===== src/rtl/seq_shifter.sv =====
// ---------------------------------------------------------------------------
// seq_shifter
//   Multi-cycle shift/rotate unit. The unit accepts one operation at a time
//   and shifts it by at most STEP bit positions per clock until the requested
//   amount is used up. It then presents the result until it is consumed.
//
// Ports
//   clk        rising-edge clock
//   rst_n      synchronous active-low reset
//   in_valid   request present
//   in_ready   unit can accept a request this cycle
//   in_data    operand (WIDTH bits)
//   in_shamt   shift amount, 0..WIDTH-1
//   in_op      000 SLL, 001 SRL, 010 SRA, 011 ROL, 100 ROR, others pass-through
//   out_valid  result available
//   out_ready  consumer accepts result
//   out_data   result; keeps its last value while out_valid is low
//   busy       high while an operation is shifting or waiting to be consumed
// ---------------------------------------------------------------------------
module seq_shifter #(
  parameter  int WIDTH = 32,
  parameter  int STEP  = 4,
  localparam int SHW   = $clog2(WIDTH)
) (
  input  logic             clk,
  input  logic             rst_n,
  input  logic             in_valid,
  output logic             in_ready,
  input  logic [WIDTH-1:0] in_data,
  input  logic [SHW-1:0]   in_shamt,
  input  logic [2:0]       in_op,
  output logic             out_valid,
  input  logic             out_ready,
  output logic [WIDTH-1:0] out_data,
  output logic             busy
);

  typedef enum logic [1:0] {
    IDLE  = 2'd0,
    SHIFT = 2'd1,
    DONE  = 2'd2
  } state_e;

  localparam logic [2:0] OP_SLL = 3'b000;
  localparam logic [2:0] OP_SRL = 3'b001;
  localparam logic [2:0] OP_SRA = 3'b010;
  localparam logic [2:0] OP_ROL = 3'b011;
  localparam logic [2:0] OP_ROR = 3'b100;

  localparam logic [WIDTH-1:0] ONES = '1;

  state_e           state_q,    state_d;
  logic [WIDTH-1:0] data_q,     data_d;      // working register
  logic [WIDTH-1:0] out_data_q, out_data_d;  // result register
  logic [2:0]       op_q,       op_d;
  logic [SHW-1:0]   rem_q,      rem_d;       // bit positions still to shift
  logic             sign_q,     sign_d;      // SRA fill bit

  logic             accept;
  logic             op_legal;
  logic [SHW-1:0]   step_amt;
  logic [WIDTH-1:0] shifted;

  // in_ready is forced low while reset is asserted so no request can appear
  // to be taken during reset.
  assign in_ready  = rst_n & ((state_q == IDLE) | ((state_q == DONE) & out_ready));
  assign accept    = in_valid & in_ready;
  assign op_legal  = (in_op <= OP_ROR);
  assign out_valid = (state_q == DONE);
  assign out_data  = out_data_q;
  assign busy      = (state_q == SHIFT) | (state_q == DONE);

  // One shift step: min(STEP, remaining) positions. Compared as int so the
  // STEP == WIDTH case (STEP not representable in SHW bits) stays correct;
  // in that case remaining is always the smaller value.
  always_comb begin
    // NOTE: every always_comb output gets a default first so no path can
    // leave it unassigned and infer a latch.
    step_amt = rem_q;
    if (int'(rem_q) > STEP) begin
      step_amt = SHW'(STEP);
    end

    shifted = data_q;
    unique case (op_q)
      OP_SLL:  shifted = data_q << step_amt;
      OP_SRL:  shifted = data_q >> step_amt;
      OP_SRA:  shifted = (data_q >> step_amt) | (sign_q ? ~(ONES >> step_amt) : '0);
      // step_amt >= 1 in SHIFT, so the complementary shift is below WIDTH.
      OP_ROL:  shifted = (data_q << step_amt) | (data_q >> (WIDTH - int'(step_amt)));
      OP_ROR:  shifted = (data_q >> step_amt) | (data_q << (WIDTH - int'(step_amt)));
      default: shifted = data_q;
    endcase
  end

  always_comb begin
    state_d    = state_q;
    data_d     = data_q;
    out_data_d = out_data_q;
    op_d       = op_q;
    rem_d      = rem_q;
    sign_d     = sign_q;

    unique case (state_q)
      IDLE: ;
      SHIFT: begin
        data_d = shifted;
        rem_d  = rem_q - step_amt;
        if (rem_q == step_amt) begin
          state_d    = DONE;
          out_data_d = shifted;
        end
      end
      DONE: begin
        if (out_ready) begin
          state_d = IDLE;
        end
      end
      default: state_d = IDLE;
    endcase

    // A new request overrides the above; in DONE this is the back-to-back
    // case where the old result is consumed on the same edge.
    if (accept) begin
      data_d = in_data;
      op_d   = in_op;
      rem_d  = in_shamt;
      sign_d = (in_op == OP_SRA) ? in_data[WIDTH-1] : 1'b0;
      if ((in_shamt != '0) && op_legal) begin
        state_d = SHIFT;
      end else begin
        state_d    = DONE;
        out_data_d = in_data;
      end
    end
  end

  // NOTE: state registers use non-blocking assignments so every flop samples
  // the pre-edge values regardless of statement order.
  always_ff @(posedge clk) begin
    if (!rst_n) begin
      state_q    <= IDLE;
      data_q     <= '0;
      out_data_q <= '0;
      op_q       <= OP_SLL;
      rem_q      <= '0;
      sign_q     <= 1'b0;
    end else begin
      state_q    <= state_d;
      data_q     <= data_d;
      out_data_q <= out_data_d;
      op_q       <= op_d;
      rem_q      <= rem_d;
      sign_q     <= sign_d;
    end
  end

endmodule


===== config.mk =====
export PLATFORM = sky130hd
export DESIGN_NAME = seq_shifter
export DESIGN_NICKNAME = d
export VERILOG_FILES = /design/src/rtl/seq_shifter.sv
export SDC_FILE = /design/constraint.sdc
export NUM_CORES = 1
export LEC_CHECK = 0
export CELL_PAD_IN_SITES_DETAIL_PLACEMENT = 0
export CELL_PAD_IN_SITES_GLOBAL_PLACEMENT = 1
export CORE_MARGIN = 2
export CORE_UTILIZATION = 30
export CTS_CLUSTER_DIAMETER = 50
export CTS_CLUSTER_SIZE = 25
export DETAILED_ROUTE_END_ITERATION = 16
export PLACE_DENSITY = 0.7
export RECOVER_POWER = 25
export SYNTH_ARGS = -nofsm -noshare
export SYNTH_HDL_FRONTEND = slang
export SYNTH_SLANG_ARGS = --single-unit

===== constraint.sdc =====
create_clock -name clk -period 9.91 [get_ports clk]
set_input_delay 1.4865 -clock clk [delete_from_list [all_inputs] [get_ports clk]]
set_output_delay 1.4865 -clock clk [all_outputs]
set_load 0.01 [all_outputs]

==> flow_summary.json <==
{
  "htreeDepth": 3,
  "finalMaxSlewViolations": 0,
  "setup_total_negative_slack_ns": 0,
  "gr-usage-all-layers": 0.283,
  "endpoint_type_of_the_worst_setup_path": "flop",
  "die_w_um": 169,
  "synthesis.instances": 1201,
  "drt_drc_violations_left": 0,
  "synth_top_area_share": 0.184,
  "tritoncts": "built",
  "grt_antenna_before_repair": 2,
  "first_global_vias": 9472,
  "synth_seq_cells": 75,
  "cts.sinks": 75,
  "endpoint": "out_data[27]$_SDFF_PN0_",
  "placement.io_buffers": 78,
  "gp_routability_congestion": 1.03,
  "outcome": "completed",
  "global_route_congestion_overflow_total": 0,
  "initialDrtViolationCount": 1332,
  "via_count_of_the_routed_design": 10097,
  "area.growth.synth_to_final_pct": 14.9,
  "detailed_place_hpwl_um": 28700,
  "clock-root-buffer": "sky130_fd_sc_hd__clkbuf_16",
  "reg2reg_slack_ns": 4.08,
  "floorplan.core_area_mm2": 0.0268,
  "synth.net_count": 1253,
  "timing.rr.start": "rem_q[2]$_SDFFE_PN0P_",
  "crit-reg2reg-capture": "out_data[27]$_SDFF_PN0_",
  "insertedDiodeCount": 0,
  "max_freq_mhz": 172,
  "finClkSkew_ns": 0.0113,
  "cts_repair_resize_count": 0,
  "die_height_um": 169,
  "class_of_the_most_critical_setup_path": "flop to flop",
  "number_of_nets_still_failing_antenna_checks_after_routing": 0,
  "yosys.area.top_type": "sky130_fd_sc_hd__dfxtp_1",
  "type_of_origin_of_the_critical_path": "flop",
  "wl_per_cell_um": 26.9,
  "numCtsBuffers": 9,
  "floorplan.die_area_mm2": 0.0285,
  "clkSlewWorstSetupHoldPaths_ns": 0.07,
  "fp-row-count": 60,
  "worst-endpoint-required_ns": 10.15,
  "synthTopCellsByArea": "sky130_fd_sc_hd__dfxtp_1 18%, sky130_fd_sc_hd__nand2_1 8.3%, sky130_fd_sc_hd__mux2i_1 8.0%, sky130_fd_sc_hd__a21oi_1 7.2%, sky130_fd_sc_hd__o21ai_0 5.1%",
  "routed_via_density": 6.58,
  "synth_cell_types": 82,
  "num-nets-final": 1240,
  "irDropWorstVdd_v": 0.0000863,
  "routed_wl_um": 41200,
  "timing.hold.worst.class": "flop to flop",
  "timing.max_cap.violations": 0,
  "worstPathArrival_ns": 6.07,
  "clock_path_buffers": 2,
  "asyncSetResetFlopFracSynth": 0,
  "min_period_over_period": 0.588,
  "grt_max_degree": 54,
  "cts_hold_buffers": 0,
  "crit_path_start": "rem_q[2]$_SDFFE_PN0P_",
  "io_pins": 79,
  "clk_latency_ns": 0.34,
  "first_pass_grt_wire_length_um": 61700,
  "ys.warnings.count": 0,
  "cp_max_fo": 40,
  "max_slew_margin": 0.185,
  "mappedNetlistArea_mm2": 0.00816,
  "final_layout_size_suffix_gt1_frac": 0.0821,
  "finalHoldViolCount": 0,
  "total_power_divided_by_cell_area_mw_per_mm2": 196,
  "nFillCells": 2840,
  "postCtsSetupBuffers": 0,
  "final-setup-viol-count": 0,
  "min_period_ns": 5.83,
  "finalHoldWorstSlack_ns": 0.462,
  "worst_slew_pin_slew_ns": 1.21,
  "synth.yosys.seq_area_share": 0.184,
  "static-leakage-power_nw": 3.51,
  "ys.flop_type": "sky130_fd_sc_hd__dfxtp_1",
  "floorplan.initialDensity": 0.305,
  "synthesis.area_per_instance_um2": 6.80,
  "edff_count_synth": 0,
  "rsz0062_at_grt": "false",
  "ff2ff_path_depth": 13,
  "number_of_iterations_in_the_first_detailed_routing_pass": 7
}
## cell usage after synthesis (10+ instances only)
master / n
sky130_fd_sc_hd__a211oi_1: 23
sky130_fd_sc_hd__o21ai_0: 83
sky130_fd_sc_hd__inv_1: 13
sky130_fd_sc_hd__nand3_1: 50
sky130_fd_sc_hd__dfxtp_1: 75
sky130_fd_sc_hd__nor3_1: 44
sky130_fd_sc_hd__nor2_1: 103
sky130_fd_sc_hd__nand2_1: 181
sky130_fd_sc_hd__buf_1: 14
sky130_fd_sc_hd__and3_1: 23
sky130_fd_sc_hd__clkbuf_1: 99
sky130_fd_sc_hd__mux2_2: 10
sky130_fd_sc_hd__buf_2: 18
sky130_fd_sc_hd__a22oi_1: 11
sky130_fd_sc_hd__nor4_1: 13
sky130_fd_sc_hd__a21oi_1: 117
sky130_fd_sc_hd__a31oi_1: 11
sky130_fd_sc_hd__mux2i_1: 65
sky130_fd_sc_hd__o211ai_1: 32
sky130_fd_sc_hd__a221oi_1: 19
## layer usage
metal,track usage,vias to the layer above,wire length (um)
met4,0.147,0,2220
met2,0.418,739,17400
met1,0.381,4769,17000
met5,0,-,0
li1,-,4451,-
met3,0.0671,138,4640
## sequential cells by signal, indices dropped and copies added, names as in the netlist
name	flops
sign_q	1
data_q	32
state_q	2
rem_q	5
op_q	3
out_data	32
## critical path, stage by stage (launching register included)
cell                       delay [ns]
sky130_fd_sc_hd__dfxtp_1         0.50
sky130_fd_sc_hd__nor3_4          0.23
sky130_fd_sc_hd__buf_4           0.45
sky130_fd_sc_hd__inv_2           0.08
sky130_fd_sc_hd__nor2_2          0.66
sky130_fd_sc_hd__inv_1           0.09
sky130_fd_sc_hd__buf_4           0.28
sky130_fd_sc_hd__ha_1            0.93
sky130_fd_sc_hd__clkinv_1        0.80
sky130_fd_sc_hd__mux4_2          0.68
sky130_fd_sc_hd__or3_1           0.32
sky130_fd_sc_hd__a21oi_1         0.33
sky130_fd_sc_hd__nor3_1          0.11
sky130_fd_sc_hd__nor4_1          0.19
## per-stage QoR
stage	util	power [mW]	instances	area, um2	setup WS (ns)
after floorplan	-	1.07	1201	8160	6.12
after global placement	0.339	1.47	1518	9080	4.41
after detailed placement	0.339	1.46	1518	9080	4.42
after CTS	0.350	1.80	1534	9380	4.31
after global routing	0.350	1.91	1534	9380	3.81
final	0.350	1.84	1534	9380	4.08
## worst min-delay path by stage
stage | start | end | slack, ns | cells past startpoint
after floorplan | sign_q$_SDFFE_PN0P_ | sign_q$_SDFFE_PN0P_ | 0.43 | 2
after global placement | sign_q$_SDFFE_PN0P_ | sign_q$_SDFFE_PN0P_ | 0.45 | 2
after detailed placement | sign_q$_SDFFE_PN0P_ | sign_q$_SDFFE_PN0P_ | 0.46 | 2
after CTS | sign_q$_SDFFE_PN0P_ | sign_q$_SDFFE_PN0P_ | 0.47 | 2
after global routing | sign_q$_SDFFE_PN0P_ | sign_q$_SDFFE_PN0P_ | 0.50 | 2
final | sign_q$_SDFFE_PN0P_ | sign_q$_SDFFE_PN0P_ | 0.46 | 2
## kinds of logic after synthesis
logic type      count (synthesis)  share of synthesized area
compound gates                416                      0.343
xor+xnor                        4                    0.00429
fa+ha+maj                       8                     0.0123
buf+inv                       154                     0.0770
flops                          75                      0.184
mux                            87                      0.122
other cells                     1                   0.000459
simple gates                  456                      0.257
## report_power, final
group	switching (mW)	leakage [nW]	internal, mW
registers	0.0974	0.615	0.342
clock network	0.143	0.143	0.196
logic	0.714	2.76	0.349
total	0.955	3.51	0.887
## final cells by class
type | instances | area [um2] | share of cell area
tap | 341 | 427 | 0.0455
inverter | 18 | 67.6 | 0.00721
clock buffer | 10 | 229 | 0.0244
timing repair buffer | 112 | 1030 | 0.110
sequential | 75 | 1500 | 0.160
clock inverter | 6 | 65.1 | 0.00694
multi-input combinational | 972 | 6050 | 0.646
## cells in the final DEF (no fill, tap or decap), types with 5 or more instances in the layout
cell                              netlist  routed
sky130_fd_sc_hd__a21o_1                 7       7
sky130_fd_sc_hd__nor2_1               103     101
sky130_fd_sc_hd__mux2i_1               65      65
sky130_fd_sc_hd__a211o_1                6       6
sky130_fd_sc_hd__clkdlybuf4s50_1        0      50
sky130_fd_sc_hd__a211oi_1              23      23
sky130_fd_sc_hd__ha_1                   8       8
sky130_fd_sc_hd__nor4_1                13      12
sky130_fd_sc_hd__dfxtp_1               75      74
sky130_fd_sc_hd__buf_4                  1      34
sky130_fd_sc_hd__o32ai_1                5       5
sky130_fd_sc_hd__mux4_2                 8       8
sky130_fd_sc_hd__and3_1                23      23
sky130_fd_sc_hd__nand2_1              181     180
sky130_fd_sc_hd__dlygate4sd3_1          0      27
sky130_fd_sc_hd__o2bb2ai_1              7       7
sky130_fd_sc_hd__a221o_1                6       6
sky130_fd_sc_hd__o22ai_1                9       9
sky130_fd_sc_hd__clkbuf_16              0       9
sky130_fd_sc_hd__o21ai_0               83      82
sky130_fd_sc_hd__o211a_1                6       6
sky130_fd_sc_hd__inv_1                 13      13
sky130_fd_sc_hd__a21oi_1              117     117
sky130_fd_sc_hd__a22oi_1               11      11
sky130_fd_sc_hd__a311oi_1               5       5
sky130_fd_sc_hd__o31ai_1                5       5
sky130_fd_sc_hd__mux2_2                10      10
sky130_fd_sc_hd__a22o_1                 6       6
sky130_fd_sc_hd__nand3_1               50      50
sky130_fd_sc_hd__nor3_1                44      44
sky130_fd_sc_hd__o221ai_1               5       5
sky130_fd_sc_hd__nand4_1                5       5
sky130_fd_sc_hd__o211ai_1              32      32
sky130_fd_sc_hd__a2111oi_0              6       6
sky130_fd_sc_hd__o2111ai_1              7       7
sky130_fd_sc_hd__or3_1                  9       9
sky130_fd_sc_hd__a221oi_1              19      19
sky130_fd_sc_hd__a31oi_1               11      11
sky130_fd_sc_hd__a32oi_1                6       6
Note: power is estimated with default switching activity, not from simulation.
